$ cat src/rtl/alu_pkg.sv
// Package: alu_pkg
// Opcode map shared by the ALU pipeline, the controller and the decoder.
// Contents:
//   OP_HLT..OP_JMP  3-bit opcode encodings
//   writes_carry()  1 for the only opcode that updates the carry flag
package alu_pkg;

  localparam int OPCODE_W = 3;

  localparam logic [OPCODE_W-1:0] OP_HLT = 3'b000;
  localparam logic [OPCODE_W-1:0] OP_SKZ = 3'b001;
  localparam logic [OPCODE_W-1:0] OP_ADD = 3'b010;
  localparam logic [OPCODE_W-1:0] OP_AND = 3'b011;
  localparam logic [OPCODE_W-1:0] OP_XOR = 3'b100;
  localparam logic [OPCODE_W-1:0] OP_LDA = 3'b101;
  localparam logic [OPCODE_W-1:0] OP_STO = 3'b110;
  localparam logic [OPCODE_W-1:0] OP_JMP = 3'b111;

  function automatic logic writes_carry(input logic [OPCODE_W-1:0] op);
    return (op == OP_ADD);
  endfunction

endpackage

$ cat src/rtl/alu_core.sv
// Module: alu_core
// Combinational ALU datapath.
// Ports:
//   a       in   WIDTH  accumulator operand
//   b       in   WIDTH  memory/data operand
//   cin     in   1      current carry flag
//   opcode  in   3      operation select
//   y       out  WIDTH  result
//   cout    out  1      carry flag after this operation (cin unless ADD)
//   a_zero  out  1      a == 0
module alu_core
  import alu_pkg::*;
#(
  parameter int WIDTH  = 8,
  parameter bit ADC_EN = 1'b0
) (
  input  logic [WIDTH-1:0]    a,
  input  logic [WIDTH-1:0]    b,
  input  logic                cin,
  input  logic [OPCODE_W-1:0] opcode,
  output logic [WIDTH-1:0]    y,
  output logic                cout,
  output logic                a_zero
);

  logic [WIDTH:0] sum;
  logic           add_cin;

  // The stored flag only feeds the adder when add-with-carry is enabled.
  assign add_cin = ADC_EN ? cin : 1'b0;
  assign sum     = {1'b0, a} + {1'b0, b} + {{WIDTH{1'b0}}, add_cin};
  assign a_zero  = (a == '0);

  always_comb begin
    y    = a;
    cout = cin;
    case (opcode)
      OP_ADD: begin
        y    = sum[WIDTH-1:0];
        cout = sum[WIDTH];
      end
      OP_AND:  y = a & b;
      OP_XOR:  y = a ^ b;
      OP_LDA:  y = b;
      default: y = a;  // HLT, SKZ, STO, JMP pass the accumulator through
    endcase
  end

endmodule

$ cat src/rtl/alu_pipe.sv
// Module: alu_pipe
// Two-stage pipelined ALU with valid/ready flow control and a registered
// carry flag. Stage 1 captures operands; stage 2 computes and holds the
// result until downstream takes it.
// Ports:
//   clk         in   1      rising-edge clock
//   rst         in   1      synchronous reset, active-high
//   in_valid    in   1      operand beat present
//   in_ready    out  1      stage 1 can accept a beat this cycle
//   in_a        in   WIDTH  accumulator operand
//   in_b        in   WIDTH  memory/data operand
//   opcode      in   3      operation select
//   out_valid   out  1      result beat present
//   out_ready   in   1      downstream accepts the result this cycle
//   alu_out     out  WIDTH  result
//   a_is_zero   out  1      in_a of this beat was 0
//   carry_out   out  1      carry flag after this beat
//   opcode_out  out  3      opcode of this beat
module alu_pipe
  import alu_pkg::*;
#(
  parameter int WIDTH  = 8,
  parameter bit ADC_EN = 1'b0
) (
  input  logic                clk,
  input  logic                rst,
  input  logic                in_valid,
  output logic                in_ready,
  input  logic [WIDTH-1:0]    in_a,
  input  logic [WIDTH-1:0]    in_b,
  input  logic [OPCODE_W-1:0] opcode,
  output logic                out_valid,
  input  logic                out_ready,
  output logic [WIDTH-1:0]    alu_out,
  output logic                a_is_zero,
  output logic                carry_out,
  output logic [OPCODE_W-1:0] opcode_out
);

  logic                s1_valid;
  logic [WIDTH-1:0]    s1_a;
  logic [WIDTH-1:0]    s1_b;
  logic [OPCODE_W-1:0] s1_op;

  // The carry flag is exactly the carry_out register: it is only written
  // when a beat moves into stage 2, which is also when carry_out loads.
  logic                carry_flag;

  logic                advance;
  logic                accept;
  logic [WIDTH-1:0]    core_y;
  logic                core_cout;
  logic                core_a_zero;

  assign advance   = !out_valid || out_ready;
  assign in_ready  = !s1_valid || advance;
  assign accept    = in_valid && in_ready;
  assign carry_out = carry_flag;

  alu_core #(
    .WIDTH  (WIDTH),
    .ADC_EN (ADC_EN)
  ) u_core (
    .a      (s1_a),
    .b      (s1_b),
    .cin    (carry_flag),
    .opcode (s1_op),
    .y      (core_y),
    .cout   (core_cout),
    .a_zero (core_a_zero)
  );

  // Stage 1. When in_ready is high, whatever S1 held has moved on (or S1
  // was empty), so s1_valid simply follows in_valid.
  always_ff @(posedge clk) begin
    if (rst) begin
      s1_valid <= 1'b0;
      s1_a     <= '0;
      s1_b     <= '0;
      s1_op    <= OP_HLT;
    end else if (in_ready) begin
      s1_valid <= in_valid;
      if (accept) begin
        s1_a  <= in_a;
        s1_b  <= in_b;
        s1_op <= opcode;
      end
    end
  end

  // Stage 2. Data registers only load with a real beat so the outputs stay
  // stable across bubbles; carry chains back-to-back because the core reads
  // the flag that the previous beat left in this register.
  always_ff @(posedge clk) begin
    if (rst) begin
      out_valid  <= 1'b0;
      alu_out    <= '0;
      a_is_zero  <= 1'b0;
      carry_flag <= 1'b0;
      opcode_out <= OP_HLT;
    end else if (advance) begin
      out_valid <= s1_valid;
      if (s1_valid) begin
        alu_out    <= core_y;
        a_is_zero  <= core_a_zero;
        opcode_out <= s1_op;
        if (writes_carry(s1_op)) begin
          carry_flag <= core_cout;
        end
      end
    end
  end

endmodule

$ cat config.mk
export PLATFORM = sky130hd
export DESIGN_NAME = alu_pipe
export DESIGN_NICKNAME = d
export VERILOG_FILES = /design/src/rtl/alu_pkg.sv /design/src/rtl/alu_core.sv /design/src/rtl/alu_pipe.sv
export SDC_FILE = /design/constraint.sdc
export NUM_CORES = 1
export LEC_CHECK = 0
export ABC_AREA = 1
export ABC_CLOCK_PERIOD_IN_PS = 2700
export BUFFER_PORTS_ARGS = -buffer_cell sky130_fd_sc_hd__buf_2
export CORE_MARGIN = 1.5
export CORE_UTILIZATION = 55
export DETAILED_ROUTE_END_ITERATION = 16
export PLACE_DENSITY = 0.8
export SKIP_CTS_REPAIR_TIMING = 1
export SLEW_MARGIN = 0
export SYNTH_ARGS = -nofsm -noshare
export SYNTH_HDL_FRONTEND = slang
export SYNTH_SLANG_ARGS = --single-unit
$ cat constraint.sdc
create_clock -name clk -period 2.7 [get_ports clk]
set_clock_uncertainty 0.2 [all_clocks]
set_input_delay 0.405 -clock clk [delete_from_list [all_inputs] [get_ports clk]]
set_output_delay 0.405 -clock clk [all_outputs]
set_load 0.02 [all_outputs]
==> PnR_summary.wiki, run 1 <==
{| class="wikitable"
! Metric !! Value
|-
| Core area || between 0.003 and 0.004 sq mm
|-
| Die Height || roughly 61 um
|-
| Commonest non-fill, non-tap cells in the layout || nand2_1, buf_2, dfxtp_1, o21ai_0, nor2_1
|-
| Outcome || finished, final reports clean
|-
| Routability congestion estimate from global placement || a little over 0.9
|-
| Commonest non-fill, non-tap cell in the layout || nand2_1
|-
| Placed Cells || around 350
|-
| Clk root buf || clkbuf_4
|-
| Cell area power density || 590 mW/mm^2
|-
| Standby leakage power || 1.06 nW
|-
| Commonest register cell after synthesis || dfxtp_1
|-
| Count of inserted antenna diode cells || 0
|-
| Proportion of synthesized chip area in sequential cells || between 30 and 40%
|-
| Sum of negative setup slack || 0 ns
|-
| Die X-Extent || between 60 and 70 um
|-
| Hold/Removal Path Class || in2reg
|-
| Clock tree from TritonCTS || yes
|-
| Synth Area per Inst || around 6.8 sq um
|-
| Count of maximum capacitance violations || 0
|-
| Vias || about 1800
|-
| Count of final max-slew check failures || 0
|-
| Number of nets in the synthesized netlist || around 300
|-
| Worst-path maximum fanout || 4
|-
| CP startpoint kind || register
|-
| Synthesized instance count || 271
|-
| Netlist area before placement || around 0.0018 sq mm
|-
| Maximum level of the CTS H-tree || 2
|-
| Number of unique standard cell types used by synthesis || 33
|-
| Post-DP HPWL || 3.23 mm
|-
| Data required, critical path || between 2 and 3 ns
|-
| Total clock buffers created by CTS || 5
|-
| Final routed wire length divided by cell count || between 10 and 15 um
|-
| Crit Path Category || reg2reg
|-
| Worst-case vdd ir drop || between 0.0005 and 0.0006 V
|-
| Share of the cycle needed by the critical path after routing || roughly 76%
|-
| Fmax || between 400 and 500 MHz
|-
| Initial antenna violation count || 0
|-
| Port Buffers || 37
|-
| Total count of hold-check failures in the final report || 0
|-
| Iter 0 DRT Violations || around 100
|-
| GRT Residual Overflow || 0
|-
| Crit end category || register
|-
| Antenna violation net count after detailed routing || 0
|-
| Number of buffers on the longest clock path || 2
|-
| Clock sink count || 34
|-
| Register bit count reported by yosys || 34
|-
| Post-Layout Cell Count || 353
|-
| Slew HR || a little under 60%
|-
| Top cells by area, synth || dfxtp_1, nand2_1, o21ai_0
|-
| Post-Route WL || between 4 and 5 mm
|-
| Wire length of the first global-routing pass || around 7.1 mm
|-
| Most area-hungry cell type in the Yosys netlist || dfxtp_1
|-
| Crit path time final || just over 2 ns
|-
| Initial cell density of the core || slightly below 60%
|-
| GRT Overall Usage || between 20% and 30%
|-
| Clock Pin Slew Worst Setup and Hold Paths || 0.12 ns
|-
| Fraction of synthesized cell area taken by the top area cell type || between 30% and 40%
|-
| Worst-Skew Late Latency || 0.35 ns
|-
| Critical Path AT || about 2.1 ns
|-
| Post-Route Hold Slack || 0.102 ns
|-
| Yosys Warn Count || 0
|-
| Number of global-route vias before repair || 1605
|-
| Signed area change from the synthesized netlist to the final layout || 17.1%
|-
| Number of synthesized flops with an enable pin || 0
|-
| Fraction of layout cells with a size suffix above 1 || between 10% and 20%
|-
| Number of vias per cell || 5.14
|-
| Count of nets after finishing || 340
|-
| Count of endpoints failing setup in the final report || 0
|-
| Pin count of the biggest net entering global routing || 29
|-
| Drc violations || 0
|-
| Rows || 20
|-
| Measured slew at the worst slew-check pin || 0.633 ns
|-
| Top Ports || 38
|-
| Final Power || 1.28 mW
|-
| Total Die Area || 0.00371 sq mm
|-
| Fraction of registers with async set/reset || 0%
|-
| RSZ-0062 raised after global routing || false
|-
| Number of iterations in the first detailed-routing pass || 4
|}
kinds of logic (layout without fill, tap and decap cells):
group / count (synthesis) / count (layout) / share of synthesized area [%]
AO/OA/AOI/OAI: 69 / 69 / 19.9
flip-flops: 34 / 34 / 36.9
AND/OR/NAND/NOR: 114 / 114 / 27.2
adder cells (fa/ha/maj): 9 / 9 / 6.50
buffers and inverters: 45 / 83 / 9.62
worst paths after layout:
path | start | end | slack [ns] | cells past startpoint
worst min register to register | alu_out[5]$_SDFFE_PP0P_ | alu_out[5]$_SDFFE_PP0P_ | 0.28 | 2
worst max-delay path | s1_a[0]$_SDFFE_PP0P_ | alu_out[6]$_SDFFE_PP0P_ | 0.64 | 13
worst min-delay path | in_b[2] | s1_b[2]$_SDFFE_PP0P_ | 0.10 | 3
worst max register to register | s1_a[0]$_SDFFE_PP0P_ | alu_out[6]$_SDFFE_PP0P_ | 0.64 | 13
worst max-delay path, cell delays in order, from the launching register on:
cell	delay (ns)
dfxtp_1	0.41
ha_1	0.20
inv_1	0.08
fa_1	0.38
inv_1	0.07
nand2_1	0.06
nand2_1	0.08
nand3b_1	0.10
nand2_1	0.07
nand2_1	0.07
nand3_1	0.07
nand2_1	0.05
nand2_1	0.07
a21oi_2	0.05
flip-flops by register name (all words and copies together) (netlist names), 3 cells and up:
register and cells:
alu_out 8, opcode_out 3, s1_a 8, s1_b 8, s1_op 3
where the power goes:
part | internal [mW] | switching (mW)
logic | 0.0851 | 0.148
clock network | 0.290 | 0.186
registers | 0.537 | 0.0301
layer usage:
metal  vias up  share of wire (%)  track usage [%]
li1        963                  -                -
met1       796                 48             34.2
met2        52                 46             42.2
met3         5                5.4             9.38
met4         0                1.1             7.76
met5         -                  0                0
per-stage QoR:
step | setup WS (ns) | utilization, % | cell area, sq um
final | 0.645 | 69.2 | 2160
after CTS | 0.662 | 69.2 | 2160
after global placement | 0.750 | 65.8 | 2060
after detailed placement | 0.713 | 65.8 | 2060
after floorplan | 0.879 | - | 1850
after global routing | 0.468 | 69.2 | 2160
synth_stat cells, types with 2 or more instances:
library cell  number
a21oi_2            3
dfxtp_1           34
buf_2              3
nor2_1            33
o21ai_1            3
nor4_1             2
inv_2              6
nand3_1           13
inv_1             29
a21oi_1           26
nand2_1           53
nand3b_1           2
clkbuf_1           4
nor3_1             2
o21ai_0           33
ha_1               8
cell type report:
| class | instances | area [sq um] |
|---|---|---|
| repair buffers | 38 | 193 |
| inverters | 37 | 140 |
| multi-input cells | 192 | 988 |
| well taps | 44 | 55.1 |
| clock inverters | 3 | 68.8 |
| flip-flops and latches | 34 | 681 |
| clock buffers | 5 | 37.5 |
| fillers | 297 | 965 |
Power figures use the tool's default switching activity.
==> inputs of run 2 (changes only) <==
ABC_CLOCK_PERIOD_IN_PS = 2000   (was 2700)
CORE_UTILIZATION = 54   (was 55)
PLACE_DENSITY = 0.79   (was 0.8)
clock period = 2 ns   (was 2.7 ns; I/O delays follow)
==> PnR_summary.wiki, run 2 (synthesis gave the netlist of run 1 again) <==
{| class="wikitable"
! Metric !! Value
|-
| Outcome || finished, final reports clean (unchanged)
|-
| Worst-Skew Late Latency || 0.35 ns (about the same)
|-
| Fmax || 524 MHz (was 487 MHz)
|-
| Clk root buf || clkbuf_4 (unchanged)
|-
| Post-Layout Cell Count || 359 (was 353)
|-
| Data required, critical path || 2.03 ns (was 2.74 ns)
|-
| Wire length of the first global-routing pass || 7.02 mm (was 7.14 mm)
|-
| Routability congestion estimate from global placement || 0.992 (was 0.907)
|-
| Placement Setup Slack || 0.0244 ns (was 0.713 ns)
|-
| Share of the cycle needed by the critical path after routing || 95.4% (was 76.1%)
|-
| Setup ws final || 0.0911 ns (was 0.645 ns)
|-
| Count of nets after finishing || 345 (was 340)
|-
| Placed Cells || 350 (was 345)
|-
| Standby leakage power || 1.07 nW (was 1.06 nW)
|-
| CP startpoint kind || register (unchanged)
|-
| Port Buffers || 37 (unchanged)
|-
| Drc violations || 0 (unchanged)
|-
| Sum of negative setup slack || 0 ns (unchanged)
|-
| Core area || 0.00331 sq mm (was 0.00313 sq mm)
|-
| Fraction of layout cells with a size suffix above 1 || 22.7% (was 19.7%)
|-
| Signed area change from the synthesized netlist to the final layout || 19.1% (was 17.1%)
|-
| Number of vias per cell || 5.16 (was 5.14)
|-
| Total count of hold-check failures in the final report || 0 (unchanged)
|-
| Initial cell density of the core || 55.8% (was 59.0%)
|-
| Number of iterations in the first detailed-routing pass || 4 (unchanged)
|-
| Crit path time final || 1.91 ns (was 2.06 ns)
|-
| Count of inserted antenna diode cells || 0 (unchanged)
|-
| Largest registers || alu_out (8), s1_a (8), s1_b (8) (unchanged)
|-
| Die Height || 61.5 um (was 60.9 um)
|-
| Worst-path maximum fanout || 3 (was 4)
|-
| Commonest non-fill, non-tap cells in the layout || nand2_1, buf_2, o21ai_0, nor2_1, dfxtp_1 (was nand2_1, buf_2, dfxtp_1, o21ai_0, nor2_1)
|-
| Vias || 1852 (was 1816)
|-
| Pin count of the biggest net entering global routing || 30 (was 29)
|-
| Antenna violation net count after detailed routing || 0 (unchanged)
|-
| Maximum level of the CTS H-tree || 2 (unchanged)
|-
| Crit end category || register (unchanged)
|-
| GRT Overall Usage || 25.6% (was 26.6%)
|-
| Commonest non-fill, non-tap cell in the layout || nand2_1 (unchanged)
|-
| Post-Route WL || 4.54 mm (was 4.36 mm)
|-
| Slew HR || 77.5% (was 57.7%)
|-
| Post-DP HPWL || 3.26 mm (was 3.23 mm)
|-
| Worst-case vdd ir drop || 0.000469 V (was 0.000514 V)
|-
| Utilization after layout || 66.4% (was 69.2%)
|-
| Top Ports || 38 (unchanged)
|-
| Count of maximum capacitance violations || 0 (unchanged)
|-
| GRT Residual Overflow || 0 (unchanged)
|-
| Die X-Extent || 61.5 um (was 60.9 um)
|-
| Critical Path AT || 1.94 ns (was 2.10 ns)
|-
| Total Die Area || 0.00378 sq mm (was 0.00371 sq mm)
|-
| Clock tree from TritonCTS || yes (unchanged)
|-
| Initial antenna violation count || 0 (unchanged)
|-
| Count of endpoints failing setup in the final report || 0 (unchanged)
|-
| Clock sink count || 34 (unchanged)
|-
| Clock Pin Slew Worst Setup and Hold Paths || 0.10 ns (was 0.12 ns)
|-
| Count of final max-slew check failures || 0 (unchanged)
|-
| Cell area power density || 734 mW/mm^2 (was 590 mW/mm^2)
|-
| Hold/Removal Path Class || in2reg (unchanged)
|-
| Number of global-route vias before repair || 1509 (was 1605)
|-
| Total clock buffers created by CTS || 5 (unchanged)
|-
| Number of buffers on the longest clock path || 2 (unchanged)
|-
| Rows || 21 (was 20)
|-
| Final routed wire length divided by cell count || 12.6 um (was 12.4 um)
|-
| Iter 0 DRT Violations || 113 (was 102)
|-
| Measured slew at the worst slew-check pin || 0.338 ns (was 0.633 ns)
|-
| Crit Path Category || reg2reg (unchanged)
|}
## run 2: final cells by class
type,count,area (sq um)
Clock inverter,1,30.0
Timing Repair Buffer,43,230
Multi-Input combinational cell,192,1000
Fill cell,311,1110
Clock buffer,6,51.3
Sequential cell,34,687
Inverter,37,140
Tap cell,46,57.6
## run 2: per-layer routing
metal  track usage (%)  part of all wire (%)  vias up
met1              35.6                    47      813
li1                  -                     -      967
met4              9.12                   1.9        0
met3              7.56                   5.4        7
met2              37.7                    45       65
met5                 0                     0        -
## run 2: worst max-delay path, cell delays in order, from the launching register on
cell	delay, ns
dfxtp_4	0.38
ha_4	0.14
inv_2	0.05
fa_2	0.36
inv_1	0.06
nand2_1	0.06
nand2_1	0.07
nand3b_1	0.10
nand2_1	0.07
nand2_1	0.06
nand3_1	0.07
nand2_1	0.05
nand2_1	0.08
a21oi_2	0.05
## run 2: stage by stage
| stage | instance area (sq um) | power [mW] | hold slack (ns) |
|---|---|---|---|
| 2_1_floorplan | 1850 | 1.00 | 0.243 |
| 4_1_cts | 2160 | 1.61 | -0.000673 |
| 3_3_place_gp | 2080 | 1.09 | 0.256 |
| 3_5_place_dp | 2080 | 1.10 | 0.267 |
| 6_report | 2200 | 1.61 | 0.000615 |
| 5_1_grt | 2200 | 1.70 | 0.00343 |
## run 2: report_power, final
group	internal (mW)	switching, mW
combinational	0.125	0.209
sequential	0.725	0.0403
clock	0.291	0.224
total	1.14	0.474
## run 2: worst paths after layout
kind / from / cells past startpoint / to / slack (ns)
worst min register to register: alu_out[5]$_SDFFE_PP0P_ / 2 / alu_out[5]$_SDFFE_PP0P_ / 0.28
worst min-delay path: in_a[7] / 3 / s1_a[7]$_SDFFE_PP0P_ / 0.0006
worst max-delay path: s1_a[0]$_SDFFE_PP0P_ / 13 / alu_out[6]$_SDFFE_PP0P_ / 0.09
worst max register to register: s1_a[0]$_SDFFE_PP0P_ / 13 / alu_out[6]$_SDFFE_PP0P_ / 0.09
==> inputs of run 3 (changes only) <==
ABC_CLOCK_PERIOD_IN_PS = 2300   (was 2000)
CORE_UTILIZATION = 55   (was 54)
PLACE_DENSITY = 0.8   (was 0.79)
clock period = 2.3 ns   (was 2 ns; I/O delays follow)
==> PnR_summary.wiki, run 3 (synthesis gave the netlist of run 1 again) <==
{| class="wikitable"
! Metric !! Value
|-
| Drc violations || 0 (unchanged)
|-
| Clk root buf || clkbuf_4 (unchanged)
|-
| Post-DP HPWL || 3.19 mm (was 3.26 mm)
|-
| Number of iterations in the first detailed-routing pass || 4 (unchanged)
|-
| GRT Overall Usage || 25.6% (about the same)
|-
| Crit path time final || 2.07 ns (was 1.91 ns)
|-
| Filler cells || 300 (was 311)
|-
| Outcome || finished, final reports clean (unchanged)
|-
| Sum of negative setup slack || 0 ns (unchanged)
|-
| Port Buffers || 37 (unchanged)
|-
| Initial cell density of the core || 59.0% (was 55.8%)
|-
| Worst-Skew Late Latency || 0.34 ns (was 0.35 ns)
|-
| Measured slew at the worst slew-check pin || 0.620 ns (was 0.338 ns)
|-
| Standby leakage power || 1.04 nW (was 1.07 nW)
|-
| Commonest non-fill, non-tap cells in the layout || nand2_1, buf_2, dfxtp_1, o21ai_0, nor2_1 (was nand2_1, buf_2, o21ai_0, nor2_1, dfxtp_1)
|-
| RSZ-0062 raised after global routing || false
|-
| GRT Residual Overflow || 0 (unchanged)
|-
| Area of the multi-input gates || 988 sq um (was 0.00100 sq mm)
|-
| Core area || 0.00313 sq mm (was 0.00331 sq mm)
|-
| Initial antenna violation count || 0 (unchanged)
|-
| Antenna violation net count after detailed routing || 0 (unchanged)
|-
| Wire length of the first global-routing pass || 6.95 mm (was 7.02 mm)
|-
| Fraction of layout cells with a size suffix above 1 || 20.0% (was 22.7%)
|-
| Crit end category || register (unchanged)
|-
| Number of buffers on the longest clock path || 2 (unchanged)
|-
| Largest registers || alu_out (8), s1_a (8), s1_b (8) (unchanged)
|-
| Count of final max-slew check failures || 0 (unchanged)
|-
| Cell type with the highest occurrence count on the critical path || nand2_1 (unchanged)
|-
| Rows || 20 (was 21)
|-
| Pin count of the biggest net entering global routing || 29 (was 30)
|-
| Highest cell delay on the worst timing path || 0.41 ns (was 0.38 ns)
|-
| Post-Route Hold Slack || 0.0468 ns (was 0.000615 ns)
|-
| Worst-case vdd ir drop || 0.000516 V (was 0.000469 V)
|-
| Count of maximum capacitance violations || 0 (unchanged)
|-
| Commonest non-fill, non-tap cell in the layout || nand2_1 (unchanged)
|-
| Fmax || 483 MHz (was 524 MHz)
|-
| Cell area power density || 607 mW/mm^2 (was 734 mW/mm^2)
|-
| Final Instance Area || 0.00213 sq mm (was 0.00220 sq mm)
|-
| Clock Pin Slew Worst Setup and Hold Paths || 0.11 ns (was 0.10 ns)
|-
| Worst-path maximum fanout || 4 (was 3)
|-
| DP Area || 0.00206 sq mm (was 0.00208 sq mm)
|-
| Total Die Area || 0.00371 sq mm (was 0.00378 sq mm)
|-
| Sequential cell area || 681 sq um (was 687 sq um)
|-
| Vias || 1851 (was 1852)
|-
| Number of global-route vias before repair || 1580 (was 1509)
|-
| Utilization after layout || 68.0% (was 66.4%)
|-
| Post-Route WL || 4.28 mm (was 4.54 mm)
|-
| Routability congestion estimate from global placement || 0.966 (was 0.992)
|-
| Total clock buffers created by CTS || 5 (unchanged)
|-
| Top Ports || 38 (unchanged)
|-
| Data required, critical path || 2.33 ns (was 2.03 ns)
|-
| Hold/Removal Path Class || in2reg (unchanged)
|-
| Clock sink count || 34 (unchanged)
|-
| Slew HR || 58.6% (was 77.5%)
|-
| Count of inserted antenna diode cells || 0 (unchanged)
|-
| CP startpoint kind || register (unchanged)
|-
| Cells along the critical path || ha_1 > inv_1 > fa_1 > inv_1 > nand2_1 > nand2_1 > nand3b_1 > nand2_1 > nand2_1 > nand3_1 > nand2_1 > nand2_1 > a21oi_2 (was ha_4 > inv_2 > fa_2 > inv_1 > nand2_1 > nand2_1 > nand3b_1 > nand2_1 > nand2_1 > nand3_1 > nand2_1 > nand2_1 > a21oi_2)
|-
| Worst path slowest cell || dfxtp_1 (was dfxtp_4)
|-
| Final Power || 1.29 mW (was 1.61 mW)
|-
| Signed area change from the synthesized netlist to the final layout || 15.2% (was 19.1%)
|-
| Share of the cycle needed by the critical path after routing || 90.1% (was 95.4%)
|-
| Count of endpoints failing setup in the final report || 0 (unchanged)
|-
| Clock tree from TritonCTS || yes (unchanged)
|-
| Iter 0 DRT Violations || 91 (was 113)
|-
| Total count of hold-check failures in the final report || 0 (unchanged)
|-
| Die Height || 60.9 um (was 61.5 um)
|-
| Final routed wire length divided by cell count || 12.1 um (was 12.6 um)
|-
| Critical Path AT || 2.10 ns (was 1.94 ns)
|-
| Die X-Extent || 60.9 um (was 61.5 um)
|-
| Crit Path Category || reg2reg (unchanged)
|-
| Number of vias per cell || 5.23 (was 5.16)
|-
| Maximum level of the CTS H-tree || 2 (unchanged)
|-
| Count of nets after finishing || 341 (was 345)
|}
## run 3: worst max-delay path, delay by kind of cell (launching register included)
kind	cells	cell delay [ns]
buffers and inverters	2	0.14
DFF	1	0.41
AOI/OAI and AO/OA	1	0.05
and+or+nand+nor	8	0.60
adders and majority gates	2	0.57
## run 3: stage by stage
step,std cells,worst slack [ns]
floorplan,271,0.479
global route,354,0.0626
finish,354,0.229
global placement,346,0.399
CTS,354,0.266
detailed placement,346,0.328
## run 3: area by class of cell
class	count	area share, %
Clock buffer	6	2.41
Inverter	37	6.58
Timing Repair Buffer	39	9.41
Clock inverter	2	0.588
Tap cell	44	2.59
Multi-Input combinational cell	192	46.4
Sequential cell	34	32.0
## run 3: power breakdown
group	switching [mW]	internal [mW]	leakage (nW)	total, mW
Sequential	0.0326	0.630	0.281	0.663
Clock	0.202	0.147	0.0343	0.349
Combinational	0.178	0.102	0.727	0.279
Total	0.412	0.879	1.04	1.29
## run 3: path summary, 6_finish.rpt
check | cells past startpoint | end | slack (ns) | from
max | 13 | alu_out[6]$_SDFFE_PP0P_ | 0.23 | s1_a[0]$_SDFFE_PP0P_
min | 3 | s1_b[2]$_SDFFE_PP0P_ | 0.05 | in_b[2]
max reg2reg | 13 | alu_out[6]$_SDFFE_PP0P_ | 0.23 | s1_a[0]$_SDFFE_PP0P_
min reg2reg | 2 | s1_b[4]$_SDFFE_PP0P_ | 0.28 | s1_b[4]$_SDFFE_PP0P_
## run 3: layer usage
metal / vias up / wire length [um] / GRT usage (%) / part of all wire, %
li1: 961 / - / - / -
met1: 804 / 2040 / 34.2 / 48
met2: 73 / 1900 / 39.3 / 44
met3: 13 / 246 / 4.90 / 5.7
met4: 0 / 102 / 13.4 / 2.4
met5: - / 0 / 0 / 0
